==> src/rtl/fetch_stage.sv <==
// Instruction-fetch front end: program counter, bench-loadable instruction
// memory and the IF/ID pipeline buffer, sequenced by a LOAD/RUN/HALTED FSM.
module fetch_stage #(
    parameter int unsigned            ADDR_WIDTH  = 16,
    parameter int unsigned            INSTR_WIDTH = 16,
    parameter int unsigned            MEM_WORDS   = 64,
    parameter logic [ADDR_WIDTH-1:0]  RESET_PC    = '0,
    parameter logic [INSTR_WIDTH-1:0] NOP_WORD    = '0
) (
    input  logic                         clock,
    input  logic                         reset,
    input  logic                         load_en,
    input  logic [$clog2(MEM_WORDS)-1:0] load_addr,
    input  logic [INSTR_WIDTH-1:0]       load_data,
    input  logic                         start,
    input  logic                         if_pc_stop,
    input  logic                         if_id_buffer_hold,
    input  logic                         if_id_buffer_flush,
    input  logic                         if_pc_mux,
    input  logic [ADDR_WIDTH-1:0]        ex_if_branch_location_result,
    input  logic                         ctrl_id_halt,
    output logic [ADDR_WIDTH-1:0]        if_address_from_pc,
    output logic [INSTR_WIDTH-1:0]       id_instruction,
    output logic [ADDR_WIDTH-1:0]        id_pc_next_address,
    output logic                         id_valid,
    output logic                         halted,
    output logic [1:0]                   fetch_state
);

    localparam int unsigned MemAw = $clog2(MEM_WORDS);
    localparam int unsigned IdxW  = ADDR_WIDTH - 1;

    typedef enum logic [1:0] {
        StLoad   = 2'd0,
        StRun    = 2'd1,
        StHalted = 2'd2
    } state_e;

    state_e                 state_q, state_d;
    logic [ADDR_WIDTH-1:0]  pc_q, pc_d;
    logic [INSTR_WIDTH-1:0] instr_q, instr_d;
    logic [ADDR_WIDTH-1:0]  npc_q, npc_d;
    logic                   valid_q, valid_d;

    logic [INSTR_WIDTH-1:0] mem_q [MEM_WORDS];
    logic [IdxW-1:0]        word_idx;
    logic [INSTR_WIDTH-1:0] fetch_word;
    logic [ADDR_WIDTH-1:0]  pc_plus2;

    assign word_idx = pc_q[ADDR_WIDTH-1:1];
    assign pc_plus2 = pc_q + ADDR_WIDTH'(2);

    // Program load port; contents deliberately survive reset.
    always_ff @(posedge clock) begin
        if (!reset && state_q == StLoad && load_en) begin
            mem_q[load_addr] <= load_data;
        end
    end

    // Combinational fetch; words beyond the array read as a bubble.
    always_comb begin
        fetch_word = NOP_WORD;
        if (word_idx < IdxW'(MEM_WORDS)) begin
            fetch_word = mem_q[word_idx[MemAw-1:0]];
        end
    end

    // Next-state for FSM, PC and IF/ID buffer; defaults give a bubble.
    always_comb begin
        state_d = state_q;
        pc_d    = pc_q;
        instr_d = NOP_WORD;
        npc_d   = '0;
        valid_d = 1'b0;
        case (state_q)
            StLoad: begin
                pc_d = RESET_PC;
                if (start) begin
                    state_d = StRun;
                end
            end
            StRun: begin
                // Halt beats a redirect: PC stays where it is.
                if (ctrl_id_halt) begin
                    state_d = StHalted;
                end else begin
                    if (if_pc_mux) begin
                        pc_d = {ex_if_branch_location_result[ADDR_WIDTH-1:1], 1'b0};
                    end else if (!if_pc_stop) begin
                        pc_d = pc_plus2;
                    end
                    if (!if_id_buffer_flush) begin
                        if (if_id_buffer_hold) begin
                            instr_d = instr_q;
                            npc_d   = npc_q;
                            valid_d = valid_q;
                        end else begin
                            instr_d = fetch_word;
                            npc_d   = pc_plus2;
                            valid_d = 1'b1;
                        end
                    end
                end
            end
            StHalted: begin
                state_d = StHalted;
            end
            default: begin
                state_d = StLoad;
            end
        endcase
    end

    // State registers with synchronous reset.
    always_ff @(posedge clock) begin
        if (reset) begin
            state_q <= StLoad;
            pc_q    <= RESET_PC;
            instr_q <= NOP_WORD;
            npc_q   <= '0;
            valid_q <= 1'b0;
        end else begin
            state_q <= state_d;
            pc_q    <= pc_d;
            instr_q <= instr_d;
            npc_q   <= npc_d;
            valid_q <= valid_d;
        end
    end

    assign if_address_from_pc = pc_q;
    assign id_instruction     = instr_q;
    assign id_pc_next_address = npc_q;
    assign id_valid           = valid_q;
    assign halted             = (state_q == StHalted);
    assign fetch_state        = state_q;

endmodule

==> config.mk <==
export PLATFORM = sky130hd
export DESIGN_NAME = fetch_stage
export DESIGN_NICKNAME = d
export VERILOG_FILES = /design/src/rtl/fetch_stage.sv
export SDC_FILE = /design/constraint.sdc
export NUM_CORES = 1
export LEC_CHECK = 0
export ABC_CLOCK_PERIOD_IN_PS = 3800
export BUFFER_PORTS_ARGS = -buffer_cell sky130_fd_sc_hd__buf_2
export CAP_MARGIN = 10
export CORE_MARGIN = 1
export CORE_UTILIZATION = 25
export CTS_CLUSTER_SIZE = 10
export DETAILED_ROUTE_END_ITERATION = 10
export PLACE_DENSITY = 0.43
export SYNTH_ARGS = -nofsm -noshare
export SYNTH_HDL_FRONTEND = slang
export SYNTH_SLANG_ARGS = --single-unit
==> constraint.sdc <==
create_clock -name clock -period 3.8 [get_ports clock]
set_clock_uncertainty 0.2 [all_clocks]
set_input_delay 0.19 -clock clock [delete_from_list [all_inputs] [get_ports clock]]
set_output_delay 0.19 -clock clock [all_outputs]
set_load 0.02 [all_outputs]
==> run_results.csv, run 1 <==
group,metric,value,unit
grt,grt_pass1_wl,167000,um
worst_setup_path,cpMostUsedCell,"dlygate4sd3_1",
cells_and_area,multiInputGateArea,9470,um^2
power_and_ir_drop,vdd_ir_drop_max,423,uV
worst_setup_path,critPathSlowestCell,"dlygate4sd3_1",
cells_and_area,instances_no_fill,4688,
die,die_area,169000,um^2
die,die_w,412,um
grt,grt_pass1_vias,22700,
clock_network,cts_buffers,130,
worst_setup_path,max_stage_delay,580,ps
worst_setup_path,cp_data_required_time,4270,ps
timing,post-route-min-period,3590,ps
worst_setup_path,arrival,4050,ps
die,coreArea,166000,um^2
worst_setup_path,cp_cell_sequence,"and2_1 > nand4_1 > o31ai_1 > dlygate4sd3_1 > nand2_1 > dlygate4sd3_1 > a21oi_1 > dlygate4sd3_1",
placement,dp_hpwl,71600,um
logic_synthesis,synth-compound-area-share,4.45,%
logic_synthesis,synthAdderAreaFrac,0.119,%
timing,max_freq,279,MHz
timing,final_min_period_over_clock_period,94.4,%
timing,hold_viol,0,
worst_setup_path,path_class,"reg2reg",
timing,worst_pin_slew,1060,ps
worst_setup_path,cp-end-kind,"flip-flop",
logic_synthesis,yosysMostFrequentCell,"edfxtp_1",
run_status,status,"finished, final reports clean",
clock_network,clk-insertion-delay-late,720,ps
grt,overflow,0,
die,die_height,412,um
clock_network,cts_tree,"built",
logic_synthesis,yosysWarnings,0,
routing,drt_iter0_drc,1758,
grt,grt_util_met3,2.73,%
worst_setup_path,cp_max_fo,7,
die,rows,149,
routing,routed_via_density,4.61,
logic_synthesis,synthXorXnorAreaFrac,0.271,%
logic_synthesis,ys_seq_area_share,75.9,%
routing,dr.pass1.iters,5,
routing,drt-total-wl,118000,um
run,cap_violations,0,
worst_setup_path,crit_path_start_kind,"flip-flop",
worst_setup_path,critPathTopFamily,"buffers and inverters",
logic_synthesis,ys_seq_elements,1079,
placement,portBuffers,95,
clock_network,cts_max_level,4,
die,top_level_ports,99,
cells_and_area,drive_above_1_share,25.8,%
timing,slew_viol_final,0,
die,start_util,25.3,%
logic_synthesis,synth_commonest_cells,"1024 x edfxtp_1, 223 x mux2i_1, 176 x mux4_2",
logic_synthesis,synth_top_area_share,73.3,%
worst_hold_path,hold_start,"load_data[0]",
worst_setup_path,cp-startpoint,"if_address_from_pc[1]",
clock_network,clock-sinks,1079,
routing,drc,0,
clock_network,root_buffer,"clkbuf_16",
cells_and_area,fin_util,30.5,%
worst_setup_path,path_buf_inv,3,
logic_synthesis,synth_mux_area_share,15.1,%
grt,gr-usage-met2,22.3,%
logic_synthesis,synth_area_leader_cell,"edfxtp_1",
logic_synthesis,postSynthAreaPerCell,20.0,um^2
placement,place_inst,4423,
worst_setup_path,r2r-start,"if_address_from_pc[1]",
logic_synthesis,synthSimpleGateAreaFrac,2.39,%
logic_synthesis,synth_area,41900,um^2
grt,track_usage,13.9,%
logic_synthesis,synthArstFlopShare,0,%
grt,grt_max_degree,71,
cells_and_area,seqCellArea,31900,um^2
timing,finalSetupViolations,0,
clock_network,clk_pin_slew,60,ps
timing,rsz0062_at_grt,"no",
cells_and_area,fin_nets,2489,
power_and_ir_drop,power.density,498,nW/um^2
grt,antenna_found_initial,2,
cells_and_area,area_growth,20.4,%
logic_synthesis,syn_inst,2102,
logic_synthesis,synth_area_leaders,"edfxtp_1 73%, mux4_2 9.5%, mux2i_1 5.3%",
clock_network,clk_path_buf_depth,3,
power_and_ir_drop,power_leakage,15.5,nW
clock_network,cts_setup_buffers,0,
logic_synthesis,synth_ff_type,"edfxtp_1",
timing,slew_headroom,29.3,%
logic_synthesis,synth_edf_count,1024,
worst_hold_path,hp-class,"in2reg",
grt,busiest_layer,"met2",
routing,drt-wirelength-per-cell,25.2,um
cells_and_area,n_fill_cell,16000,
routing,postRouteAntennaNets,0,
logic_synthesis,synth_top_family_by_area,"multiplexers",
placement,gp_congestion,0.820,
logic_synthesis,synthDistinctLibCells,57,
timing,setup_tns,0,ps
grt,grt_util_met1,19.1,%
routing,vias,21600,
## metal layers
metal | vias to the layer above | part of all wire [%]
li1 | 9326 | -
met1 | 11600 | 46
met2 | 556 | 47
met3 | 134 | 4.6
met4 | 0 | 2.0
met5 | - | 0
## report_power, final
part | internal (mW) | leakage (nW) | switching (mW)
Clock | 6.59 | 1.83 | 4.62
Combinational | 0.275 | 4.03 | 0.562
Sequential | 13.0 | 9.65 | 0.0269
Total | 19.9 | 15.5 | 5.21
## cells by family after synthesis
kind of cell | after synthesis
xor gates and xnor gates | 13
DFF | 1079
muxes | 413
adders and majority gates | 4
buffers and inverters | 134
other | 1
AOI/OAI and AO/OA | 241
and+or+nand+nor | 217
## final timing paths
| check | depth (start not counted) | to | slack, ps |
|---|---|---|---|
| worst max-delay path | 8 | if_address_from_pc[10] | 210 |
| worst min-delay path | 1 | mem_q[62][0] | 30 |
| worst max register to register | 8 | if_address_from_pc[10] | 210 |
| worst min register to register | 1 | id_instruction[14] | 270 |
## flip-flops by register name, summed over array words and instances (netlist names), named ones only
name	cells
id_pc_next_address	15
mem_q	1024
id_valid	1
fetch_state	2
if_address_from_pc	15
id_instruction	16
## stage by stage
stage	power [mW]	hold slack [ps]	setup WS (ps)	cell area [um^2]
after detailed placement	14.1	242	525	46000
final	25.1	25.3	214	50500
after floorplan	13.7	88.9	951	41900
after global placement	14.1	239	611	46000
after global routing	25.9	31.6	10.9	50500
after CTS	25.4	21.2	295	50500
## layout make-up
cell class,instances,area share (%)
multi-input combinational,890,18.8
sequential,1079,63.1
antenna,1,0.00496
tap,2189,5.42
clock buffer,172,7.07
inverter,11,0.0818
clock inverter,20,0.401
timing repair buffer,326,5.17
## what timing repair did
item,4_1_cts,5_1_grt
hold buffers,70,1
hold endpoints to repair,471,64
resized for setup,0,0
## cell usage in the layout (no fill, tap or decap), types with 5 or more instances in the layout
cell and n:
a2111oi_2 11, o22ai_1 23, mux2_2 14, clkinv_1 7, edfxtp_1 1024, a211o_1 15, buf_2 95, xnor2_1 5
a221oi_1 32, nand2_1 42, a22o_1 33, mux4_2 176, xor2_1 8, clkbuf_1 34, clkbuf_16 137, clkinv_8 7
buf_12 18, nor2_1 81, nor3_1 11, nand3_1 8, nor2_2 23, mux2i_1 223, a22oi_1 37, a2111oi_0 8
a21oi_1 38, buf_4 142, dfxtp_1 52, a211oi_1 11, dlygate4sd3_1 71, nor2b_1 21, o21ai_0 12, a2111oi_1 5
inv_1 7
Note: power is estimated with default switching activity, not from simulation.
==> run 2: changes to the inputs <==
--- a/config.mk
+++ b/config.mk
@@ -5,10 +5,10 @@
 export SDC_FILE = /design/constraint.sdc
 export NUM_CORES = 1
 export LEC_CHECK = 0
+export ABC_AREA = 1
 export ABC_CLOCK_PERIOD_IN_PS = 3800
 export BUFFER_PORTS_ARGS = -buffer_cell sky130_fd_sc_hd__buf_2
 export CAP_MARGIN = 10
-export CORE_MARGIN = 1
 export CORE_UTILIZATION = 25
 export CTS_CLUSTER_SIZE = 10
 export DETAILED_ROUTE_END_ITERATION = 10
==> run_results.csv, run 2 <==
group,metric,value,unit
run_status,status,"finished, final reports clean",
logic_synthesis,synth_edf_count,1024,
timing,max_freq,299,MHz
worst_setup_path,r2r-start,"fetch_state[1]",
logic_synthesis,syn_inst,3828,
logic_synthesis,ys_seq_elements,1079,
logic_synthesis,ys_seq_area_share,72.2,%
power_and_ir_drop,power_leakage,18.3,nW
routing,drt_iter0_drc,2060,
logic_synthesis,synth-compound-area-share,0.828,%
grt,gr-usage-met2,24.0,%
logic_synthesis,synthDistinctLibCells,25,
grt,overflow,0,
worst_hold_path,hold_start,"load_data[14]",
worst_setup_path,cpMostUsedCell,"inv_1",
power_and_ir_drop,power.density,492,nW/um^2
die,die_area,178000,um^2
worst_setup_path,cp-end-kind,"flip-flop",
die,die_height,422,um
placement,gp_congestion,0.799,
clock_network,cts_tree,"built",
logic_synthesis,synth_area_leader_cell,"edfxtp_1",
routing,vias,28700,
cells_and_area,drive_above_1_share,10.3,%
cells_and_area,instances_no_fill,6403,
logic_synthesis,synth_top_family_by_area,"simple AND/OR/NAND/NOR gates",
grt,grt_util_met3,2.24,%
clock_network,cts_buffers,121,
grt,grt_max_degree,129,
grt,grt_pass1_vias,27800,
routing,dr.pass1.iters,5,
clock_network,root_buffer,"clkbuf_16",
timing,finalSetupViolations,0,
worst_setup_path,ff2ff_setup_slack,450,ps
logic_synthesis,synthXorXnorAreaFrac,0.139,%
routing,postRouteAntennaNets,0,
clock_network,cts_max_level,3,
worst_setup_path,path_buf_inv,6,
cells_and_area,final_common_cell,"nand2_1",
logic_synthesis,yosysMostFrequentCell,"nand2_1",
placement,place_inst,6169,
cells_and_area,fin_nets,4080,
die,top_level_ports,99,
routing,drt-wirelength-per-cell,21.0,um
placement,portBuffers,95,
die,start_util,25.3,%
worst_setup_path,r2r-end,"if_address_from_pc[10]",
worst_hold_path,hp-class,"in2reg",
worst_setup_path,critPathSlowestCell,"dlygate4sd3_1",
worst_setup_path,max_stage_delay,570,ps
worst_setup_path,critPathTopFamily,"buffers and inverters",
routing,drt-total-wl,134000,um
logic_synthesis,postSynthAreaPerCell,11.5,um^2
timing,hold_viol,0,
timing,final_min_period_over_clock_period,88.1,%
grt,grt_pass1_wl,196000,um
cells_and_area,final_cell_mix,"1359 x nand2_1, 1024 x edfxtp_1, 889 x nand3_1, 133 x buf_4, 122 x clkbuf_16",
grt,antenna_found_initial,9,
logic_synthesis,yosysWarnings,0,
die,coreArea,175000,um^2
clock_network,clk-insertion-delay-late,740,ps
logic_synthesis,synthArstFlopShare,0,%
clock_network,clk_path_buf_depth,3,
worst_setup_path,cp_cell_sequence,"inv_1 > ha_1 > inv_1 > nor2_1 > inv_1 > a21oi_1 > inv_1 > nor2_1 > dlygate4sd3_1 > o21ai_0 > dlygate4sd3_1 > a21oi_1",
cells_and_area,fin_util,29.6,%
worst_setup_path,cp_max_fo,11,
timing,post-route-min-period,3350,ps
logic_synthesis,synth_commonest_cells,"1359 x nand2_1, 1024 x edfxtp_1, 889 x nand3_1",
cells_and_area,largest_reg_flops,1024,
timing,rsz0062_at_grt,"no",
worst_setup_path,r2r_cells,12,
power_and_ir_drop,vdd_ir_drop_max,328,uV
grt,busiest_layer,"met2",
die,rows,153,
worst_setup_path,arrival,3800,ps
logic_synthesis,synth_mux_area_share,0,%
grt,track_usage,14.8,%
logic_synthesis,synth_area,44100,um^2
clock_network,clock-sinks,1079,
timing,slew_headroom,15.7,%
logic_synthesis,synth_ff_type,"edfxtp_1",
routing,drc,0,
grt,grt_util_met1,20.2,%
logic_synthesis,synthAdderAreaFrac,0.113,%
cells_and_area,regMostFlops,"mem_q",
timing,worst_pin_slew,1260,ps
worst_setup_path,cp_data_required_time,4250,ps
worst_hold_path,hold_end,"mem_q[6][14]",
routing,routed_via_density,4.49,
timing,slew_viol_final,0,
logic_synthesis,synthSimpleGateAreaFrac,22.9,%
logic_synthesis,synth_area_leaders,"edfxtp_1 70%, nand2_1 12%, nand3_1 10%",
worst_hold_path,hold_depth,1,
clock_network,clk_pin_slew,60,ps
placement,dp_hpwl,75200,um
cells_and_area,area_growth,17.0,%
worst_setup_path,path_class,"reg2reg",
die,die_w,422,um
logic_synthesis,synth_top_area_share,69.7,%
timing,setup_tns,0,ps
run,cap_violations,0,
worst_setup_path,crit_path_start_kind,"flip-flop",
-- run 2: power by group --
part | switching, mW | leakage, nW | internal [mW]
registers | 0.0498 | 9.65 | 13.1
clock network | 4.56 | 1.63 | 5.90
logic | 1.32 | 7.00 | 0.476
-- run 2: area by class of cell --
| type | count | area [um^2] |
|---|---|---|
| multi-input cells | 2465 | 10700 |
| clock inverters | 13 | 195 |
| fillers | 17900 | 123000 |
| diodes | 7 | 17.5 |
| well taps | 2325 | 2910 |
| repair buffers | 315 | 2590 |
| clock buffers | 152 | 3180 |
| flip-flops and latches | 1079 | 31900 |
| inverters | 47 | 215 |
-- run 2: repair_timing --
action | in CTS | in global routing
hold endpoints to repair | 530 | 0
hold buffers | 62 | 0
gates resized for setup | 0 | 0
buffers inserted | 0 | 0
endpoints found under the setup margin | 0 | 0
-- run 2: layer usage --
metal | part of all wire (%) | vias up
met4 | 2.9 | 4
met5 | 0.025 | -
met2 | 47 | 657
met3 | 4.7 | 179
li1 | - | 13700
met1 | 46 | 14200
-- run 2: how the worst max path moves through the flow --
| stage | from | end | slack (ps) | depth (start not counted) |
|---|---|---|---|---|
| floorplan | fetch_state[0] | mem_q[0][0] | 1140 | 6 |
| global placement | flip-flop | id_instruction[11] | 740 | 13 |
| detailed placement | flip-flop | id_instruction[12] | 750 | 13 |
| CTS | fetch_state[1] | if_address_from_pc[10] | 440 | 12 |
| global route | fetch_state[1] | if_address_from_pc[7] | 120 | 12 |
| finish | fetch_state[1] | if_address_from_pc[10] | 450 | 12 |
-- run 2: through the flow --
step           total power [mW]  cell area, um^2  hold WS (ps)  setup slack (ps)
5_1_grt                    26.3            51600          82.1               120
6_report                   25.4            51600          66.4               451
3_3_place_gp               15.1            47600           255               744
2_1_floorplan              14.2            44100          88.9              1140
4_1_cts                    25.7            51600          24.7               439
3_5_place_dp               15.1            47600           253               748
-- run 2: worst register-to-register path, delay by kind of cell (launching register included) --
family                   cells  cell delay, ps
adder cells (fa/ha/maj)      1             190
flip-flops                   1             320
AND/OR/NAND/NOR              2             280
AO/OA/AOI/OAI                3             600
buffers and inverters        6            1690
-- run 2: logic make-up (layout without fill, tap and decap cells) --
family	count (synthesis)	count (layout)
and+or+nand+nor	2383	2383
AOI/OAI and AO/OA	69	69
xor gates and xnor gates	7	7
adders and majority gates	4	4
DFF	1079	1079
buffers and inverters	285	527
other	1	9
